<file path="src/rtl/mult_pkg.sv">
// mult_pkg: shared definitions for the product accumulator.
//   state_t    - frame FSM encoding (ACCUM collects terms, HOLD presents a result)
//   prod_width - product bus width for a given multiplier operand width
//   acc_max    - all-ones value for an accumulator width (the clamp value)
package mult_pkg;

   typedef enum logic {
      ACCUM = 1'b0,
      HOLD  = 1'b1
   } state_t;

   function automatic int prod_width(input int data_width);
      return 2 * data_width;
   endfunction

   // Valid for widths up to 63 bits; callers cast down to their own width.
   function automatic logic [63:0] acc_max(input int width);
      return (64'd1 << width) - 64'd1;
   endfunction

endpackage

</file>
<file path="src/rtl/mult_accum_acc_add_sat.sv">
// acc_add_sat: combinational accumulator adder.
//   Adds a zero-extended product to the running sum and reports the carry out.
//   Build option MULT_ACCUM_SAT_EN: when defined, an overflowing add clamps the
//   sum to all-ones; when undefined, the sum wraps modulo 2^ACC_WIDTH.
// Ports:
//   acc   in  ACC_WIDTH   current running sum
//   prod  in  PROD_WIDTH  unsigned product to add
//   sum   out ACC_WIDTH   new running sum (wrapped or clamped)
//   carry out 1           the add exceeded 2^ACC_WIDTH-1
module acc_add_sat
   import mult_pkg::*;
#(
   parameter int ACC_WIDTH  = 40,
   parameter int PROD_WIDTH = 32
) (
   input  logic [ACC_WIDTH-1:0]  acc,
   input  logic [PROD_WIDTH-1:0] prod,
   output logic [ACC_WIDTH-1:0]  sum,
   output logic                  carry
);

   logic [ACC_WIDTH:0] full;

   assign full  = {1'b0, acc} + (ACC_WIDTH+1)'(prod);
   assign carry = full[ACC_WIDTH];

`ifdef MULT_ACCUM_SAT_EN
   localparam logic [ACC_WIDTH-1:0] ACC_MAX = ACC_WIDTH'(acc_max(ACC_WIDTH));

   // Once clamped, every later add carries again, so the sum stays at ACC_MAX
   // for the rest of the frame without any extra state.
   assign sum = carry ? ACC_MAX : full[ACC_WIDTH-1:0];
`else
   assign sum = full[ACC_WIDTH-1:0];
`endif

endmodule

</file>
<file path="src/rtl/mult_accum.sv">
// mult_accum: accumulates unsigned multiplier products into frame sums.
//   One product is accepted per prod_valid & prod_ready beat. The beat flagged
//   prod_last closes the frame; its sum, term count and overflow flag are then
//   held on the acc_* handshake until acc_valid & acc_ready.
//   Build option MULT_ACCUM_SAT_EN selects clamping instead of wrapping on
//   overflow (see acc_add_sat); ports are identical in both builds.
// Ports:
//   clk, rst     clock (rising edge) and asynchronous active-high reset
//   prod_valid   in  product beat valid
//   prod_ready   out block accepts a product this cycle
//   prod_data    in  2*DATA_WIDTH unsigned product
//   prod_last    in  beat is the final term of the frame
//   acc_valid    out result valid, held until accepted
//   acc_ready    in  downstream accepts the result
//   acc_data     out ACC_WIDTH frame sum
//   acc_count    out CNT_WIDTH terms in frame, saturating
//   acc_ovf      out frame sum exceeded 2^ACC_WIDTH-1 (sticky per frame)
module mult_accum
   import mult_pkg::*;
#(
   parameter int DATA_WIDTH = 16,
   parameter int ACC_WIDTH  = 40,
   parameter int CNT_WIDTH  = 8
) (
   input  logic                            clk,
   input  logic                            rst,
   input  logic                            prod_valid,
   output logic                            prod_ready,
   input  logic [prod_width(DATA_WIDTH)-1:0] prod_data,
   input  logic                            prod_last,
   output logic                            acc_valid,
   input  logic                            acc_ready,
   output logic [ACC_WIDTH-1:0]            acc_data,
   output logic [CNT_WIDTH-1:0]            acc_count,
   output logic                            acc_ovf
);

   localparam int                   PROD_WIDTH = prod_width(DATA_WIDTH);
   localparam logic [CNT_WIDTH-1:0] CNT_MAX    = '1;

   state_t               state;
   logic [ACC_WIDTH-1:0] acc;
   logic [CNT_WIDTH-1:0] cnt;
   logic                 ovf;

   logic [ACC_WIDTH-1:0] acc_next;
   logic [CNT_WIDTH-1:0] cnt_next;
   logic                 ovf_next;
   logic                 carry;
   logic                 beat;

   // In HOLD a new beat may only enter in the same cycle the result is taken.
   assign prod_ready = (state == ACCUM) || acc_ready;
   assign beat       = prod_valid && prod_ready;
   assign acc_valid  = (state == HOLD);

   acc_add_sat #(
      .ACC_WIDTH  (ACC_WIDTH),
      .PROD_WIDTH (PROD_WIDTH)
   ) u_add (
      .acc   (acc),
      .prod  (prod_data),
      .sum   (acc_next),
      .carry (carry)
   );

   assign ovf_next = ovf || carry;
   assign cnt_next = (cnt == CNT_MAX) ? CNT_MAX : cnt + CNT_WIDTH'(1);

   // The running sum is cleared as soon as a frame closes, so it is already
   // zero throughout HOLD: a beat accepted alongside the result handoff starts
   // a fresh frame with no extra selection logic.
   // NOTE: sequential state uses non-blocking assignments so every register
   // samples the pre-edge values, independent of statement order.
   always_ff @(posedge clk or posedge rst) begin
      if (rst) begin
         state     <= ACCUM;
         acc       <= '0;
         cnt       <= '0;
         ovf       <= 1'b0;
         acc_data  <= '0;
         acc_count <= '0;
         acc_ovf   <= 1'b0;
      end else if (beat) begin
         if (prod_last) begin
            acc_data  <= acc_next;
            acc_count <= cnt_next;
            acc_ovf   <= ovf_next;
            acc       <= '0;
            cnt       <= '0;
            ovf       <= 1'b0;
            state     <= HOLD;
         end else begin
            acc   <= acc_next;
            cnt   <= cnt_next;
            ovf   <= ovf_next;
            state <= ACCUM;
         end
      end else if (state == HOLD && acc_ready) begin
         state <= ACCUM;
      end
   end

endmodule

</file>
<file path="config.mk">
export PLATFORM = sky130hd
export DESIGN_NAME = mult_accum
export DESIGN_NICKNAME = d
export VERILOG_FILES = /design/src/rtl/mult_pkg.sv /design/src/rtl/mult_accum_acc_add_sat.sv /design/src/rtl/mult_accum.sv
export SDC_FILE = /design/constraint.sdc
export NUM_CORES = 1
export LEC_CHECK = 0
export ABC_AREA = 1
export CORE_ASPECT_RATIO = 0.8
export CORE_MARGIN = 2
export CORE_UTILIZATION = 45
export DETAILED_ROUTE_END_ITERATION = 10
export GPL_TIMING_DRIVEN = 1
export PLACE_DENSITY_LB_ADDON = 0.1
export SLEW_MARGIN = 20
export SYNTH_ARGS = -nofsm -noshare
export SYNTH_HDL_FRONTEND = slang
export SYNTH_HIERARCHICAL = 1
export SYNTH_SLANG_ARGS = --single-unit
</file>
<file path="constraint.sdc">
create_clock -name clk -period 2.85 [get_ports clk]
set_input_delay 0.4275 -clock clk [delete_from_list [all_inputs] [get_ports clk]]
set_output_delay 0.4275 -clock clk [all_outputs]
set_load 0.02 [all_outputs]
</file>
==> impl_metrics.yaml, run 1 <==
run_status:
  status: "completed"
routing:
  drt_first_pass_iters: 5
  viasPerCell: 4.652
  dr.first_iter.drc_count: 386
  final_antenna_net_count: 0
  wl_per_cell_um: 13.33
  drt_wl_total_um: 17500
  vias: 6108
  drc_errors: 0
final_layout:
  n_antenna_cell: 0
  nNetsFinal: 1170
  area_growth_pct: 20.65
  fin_area_um2: 8421
  final_cell_mix: "nand2_1 (383), inv_1 (176), dfrtp_1 (99), clkdlybuf4s50_1 (87)"
  final_common_cell: "nand2_1"
  drive_gt1_share_pct: 11.42
  final_util_pct: 55.71
min_path:
  hp-class: "in2async"
clock_tree:
  ctsResizeCount: 0
  htreeDepth: 3
  cts_buffer_depth: 2
  cts_root_buffer: "clkbuf_16"
  clock_latency_ns: 0.36
  post-cts-setup-buffers: 0
  numClockSinks: 99
  cts.clk_slew.worst_paths_ns: 0.07
  cts_tree: "built"
  hold_buffers: 0
  cts_buffers: 9
timing:
  relSlewSlack_pct: 55.03
  worstMarginPinSlew_ns: 0.6735
  fin_crit_ns: 2.372
  max_clock_freq_ghz: 0.4216
  drv_slew: 0
  fin_skew_ns: 0.008285
  period_share_pct: 83.23
  setup_viol: 0
  finalHoldViolCount: 0
  grt_setup_unrepaired: "false"
  tns_ns: 0
synthesis:
  ys_ff_latch: 99
  synthMuxAreaShare_pct: 0
  synthCells: 1004
  synth_xor_area_share_pct: 2.886
  synth_area_um2: 6979
  synth-simple-area-share_pct: 31.05
  yosysSeqAreaShare_pct: 35.50
  yosys_warnings: 6
  synth_compound_area_share_pct: 12.26
  synth_area_per_cell_um2: 6.951
  synth_cell_types: 33
  synthAdderAreaFrac_pct: 6.203
  synth_top_family_by_area: "simple AND/OR/NAND/NOR gates"
  mappedNetlistNets: 1075
floorplanning:
  fp-row-count: 40
  die_h_um: 115.4
  placeableCoreArea_um2: 15110
  dieArea_um2: 16530
  die_w_um: 143.2
  num_io_pins: 88
  start_util_pct: 46.18
power:
  p_total_mw: 7.471
  leakagePower_nw: 4.517
  ir_worst_vdd_mv: 0.4558
  powerDensity_nw_per_um2: 887.2
setup_path:
  cp_data_arrival_time_ns: 2.60
  path_class: "in2reg"
  cp-end-kind: "flip-flop"
  worst_setup_path_start_kind: "input pin"
  crit_required_ns: 3.07
  cp_max_fo: 4
global_route:
  grt_pass1_vias: 5717
  grt_pass1_wl_um: 28980
  grt.total_usage_pct: 22.53
  grt_max_degree: 55
  grt-ovfl-total: 0
  grt_antenna_before_repair: 0
place:
  gp_congestion: 0.9322
  place_area_um2: 8130
  dp_hpwl_um: 13660
  port_buffers: 87
run:
  maxCapViolations: 0
flip-flops by register name, summed over array words and instances, names as in the netlist:
register   count
acc           40
acc_count      8
acc_data      40
acc_ovf        1
acc_valid      1
cnt            8
ovf            1
area by class of cell:
class / count / area [um^2]
Fill cell: 1541 / 6694
Multi-Input combinational cell: 706 / 3657
Sequential cell: 99 / 2477
Timing Repair Buffer: 103 / 1054
Inverter: 180 / 679.4
Tap cell: 210 / 262.8
Clock buffer: 10 / 229.0
Clock inverter: 5 / 61.31
cells in the mapped netlist, drive strengths merged:
master / number / area share, %
nand2: 398 / 22
nand3: 40 / 3.4
fa: 1 / 0.29
or2: 2 / 0.18
a21oi: 26 / 1.9
dfrtp: 99 / 35
xor2: 18 / 2.3
o21ai: 94 / 10
nand3b: 1 / 0.11
nand4: 1 / 0.090
xnor2: 5 / 0.63
inv: 180 / 9.7
nor2: 69 / 4.1
ha: 33 / 5.9
buf: 16 / 2.3
clkbuf: 3 / 0.16
nand2b: 1 / 0.090
nor3: 10 / 0.72
o21bai: 1 / 0.11
and2: 1 / 0.090
a31oi: 3 / 0.27
nor4: 2 / 0.18
final timing paths:
| check | start | endpoint | slack (ns) | depth (start not counted) |
|---|---|---|---|---|
| worst max-delay path | prod_data[0] | acc_data[24] | 0.48 | 15 |
| worst min-delay path | rst | acc_data[25] | 0.31 | 2 |
| worst max register to register | acc[0] | acc_data[24] | 0.54 | 14 |
| worst min register to register | acc_count[4] | acc_count[4] | 0.48 | 2 |
| max in group asynchronous | rst | acc[10] | 2.05 | 3 |
| min in group clk | acc_count[4] | acc_count[4] | 0.48 | 2 |
through the flow:
stage	std cells	setup slack (ns)	hold slack [ns]
after floorplan	1004	0.7789	0.4616
after global placement	1298	0.1523	0.4626
after detailed placement	1298	0.1294	0.4649
after CTS	1313	0.5076	0.3038
after global routing	1313	0.2751	0.3079
final	1313	0.4779	0.3079
power breakdown:
part	internal, mW	total, mW	switching [mW]
logic	1.55	4.13	2.58
registers	1.83	2.09	0.259
clock network	0.683	1.25	0.568
critical path, cell delays in order:
cell and delay (ns):
clkdlybuf4s50_1 0.41, ha_1 0.22, fa_1 0.40, nand3_1 0.10, nand3_1 0.15, nand2_1 0.10, nand3_1 0.14, nand2_1 0.12
nand2_2 0.10, nand2_1 0.11, nand2_1 0.06, nand2_1 0.05, nand2_1 0.04, inv_1 0.07, o21ai_0 0.08
layer usage:
metal	wire length, um	track usage, %	up-vias
li1	-	-	3271
met4	206	5.490	0
met1	9486	35.03	2705
met3	990	4.581	17
met2	6815	31.87	115
met5	0	0	-
logic make-up (layout without fill, tap and decap cells):
group           count (synthesis)  count (layout)
flops                          99              99
xor+xnor                       23              23
buf+inv                       199             298
fa+ha+maj                      34              34
simple gates                  525             525
compound gates                124             124
Note: power is estimated with default switching activity, not from simulation.
==> run 2: changes to the inputs <==
- clock period: 2.85 -> 2.2 ns (I/O delays scaled with it)
==> impl_metrics.yaml, run 2 (synthesis results as in run 1) <==
setup_path:
  cp-end-kind: "flip-flop"
  path_class: "in2reg"
  cp_data_arrival_time_ns: 2.38
  cp_max_fo: 4
  rr_worst_depth: 11
  crit_required_ns: 2.48
  worst_setup_path_start_kind: "input pin"
  rr_startpoint: "acc[0]"
  timing.rr.end: "acc[12]"
  reg2reg_slack_ns: 0.14
timing:
  relSlewSlack_pct: 66.37
  tns_ns: 0
  max_clock_freq_ghz: 0.4777
  drv_slew: 0
  worstMarginPinSlew_ns: 0.5034
  setup_viol: 0
  fin_crit_ns: 2.093
  fin_skew_ns: 0.009138
  fin_ws_ns: 0.1065
  finalHoldViolCount: 0
  period_share_pct: 95.16
clock_tree:
  cts_buffer_depth: 2
  cts_root_buffer: "clkbuf_16"
  cts.clk_slew.worst_paths_ns: 0.07
  numClockSinks: 99
  htreeDepth: 3
  cts_buffers: 9
  clock_latency_ns: 0.36
  hold_buffers: 0
  cts_tree: "built"
routing:
  final_antenna_net_count: 0
  wl_per_cell_um: 13.41
  dr.first_iter.drc_count: 371
  drt_wl_total_um: 18470
  viasPerCell: 4.717
  drc_errors: 0
  vias: 6500
  drt_first_pass_iters: 5
place:
  gp_congestion: 0.9115
  dp.cells: 1360
  dp_hpwl_um: 14030
  dp_worst_setup_slack_ns: -0.3894
  port_buffers: 87
final_layout:
  top_regs: "acc: 40 flops, acc_data: 40 flops"
  drive_gt1_share_pct: 22.00
  nNetsFinal: 1234
  nFillCells: 1394
  instances_no_fill: 1378
  final_common_cell: "nand2_1"
  n_antenna_cell: 0
  final_util_pct: 62.28
  final_cell_mix: "nand2_1 (369), inv_1 (174), dfrtp_1 (99), clkdlybuf4s50_1 (87), buf_4 (74)"
  area_growth_pct: 34.89
floorplanning:
  fp-row-count: 40
  die_w_um: 143.2
  die_h_um: 115.4
  start_util_pct: 46.18
  placeableCoreArea_um2: 15110
  dieArea_um2: 16530
  num_io_pins: 88
run_status:
  status: "completed"
global_route:
  grt_pass1_wl_um: 30740
  grt.total_usage_pct: 23.51
  grt_max_degree: 41
  grt_antenna_before_repair: 0
  grt_pass1_vias: 6216
  grt-ovfl-total: 0
power:
  powerDensity_nw_per_um2: 1191
  ir_worst_vdd_mv: 0.5708
  leakagePower_nw: 4.889
  p_total_mw: 11.21
min_path:
  hp-class: "in2async"
run:
  maxCapViolations: 0
[run 2: worst max-delay path by stage]
stage / startpoint / end / slack, ns / cells after the start
finish: prod_data[18] / acc_data[28] / 0.11 / 14
global route: prod_data[16] / acc_data[36] / -0.03 / 14
floorplan: acc[0] / acc_data[24] / 0.17 / 14
global placement: prod_data[0] / acc_data[14] / -0.36 / 12
CTS: acc[0] / acc_ovf / 0.02 / 12
detailed placement: prod_data[0] / acc_data[14] / -0.39 / 12
[run 2: cell type report]
| cell class | instances | area [um^2] | area share, % |
|---|---|---|---|
| Tap cell | 210 | 262.8 | 2.791 |
| Clock buffer | 9 | 225.2 | 2.392 |
| Sequential cell | 99 | 2477 | 26.32 |
| Timing Repair Buffer | 167 | 1546 | 16.43 |
| Clock inverter | 7 | 106.4 | 1.130 |
| Inverter | 180 | 679.4 | 7.217 |
| Multi-Input combinational cell | 706 | 4116 | 43.73 |
[run 2: timing repair]
item | 4_1_cts | 5_1_grt
pin swaps | 0 | 8
gates resized for setup | 2 | 84
setup endpoints to repair | 10 | 55
buffers inserted | 0 | 2
[run 2: metrics by stage]
| step | cell area (um^2) | hold WS, ns |
|---|---|---|
| 4_1_cts | 8951 | 0.3486 |
| 5_1_grt | 9414 | 0.3767 |
| 2_1_floorplan | 6983 | 0.4616 |
| 3_5_place_dp | 8608 | 0.4646 |
| 3_3_place_gp | 8608 | 0.4616 |
| 6_report | 9414 | 0.3501 |
[run 2: critical path, stage by stage]
cell and delay, ns:
clkdlybuf4s50_1 0.46, ha_4 0.32, nand2_1 0.10, nor2_1 0.15
inv_1 0.11, nor2_2 0.13, nand3b_1 0.15, nand3_4 0.15
nand2_1 0.10, nand2_1 0.07, nand2_1 0.04, nand2_1 0.05
inv_1 0.05, o21ai_0 0.14
[run 2: power breakdown]
group	internal (mW)	switching [mW]	total [mW]	leakage (nW)
Sequential	2.37	0.431	2.80	1.29
Clock	1.02	0.767	1.78	0.156
Combinational	2.93	3.70	6.63	3.44
Total	6.31	4.90	11.2	4.89
[run 2: per-layer routing]
metal  track usage (%)  share of wire [%]  up-vias
met5                 0                  0        -
met4             5.425                1.1        0
met3             3.623                4.8       14
met2             35.22                 43      132
met1             35.80                 52     2968
li1                  -                  -     3386
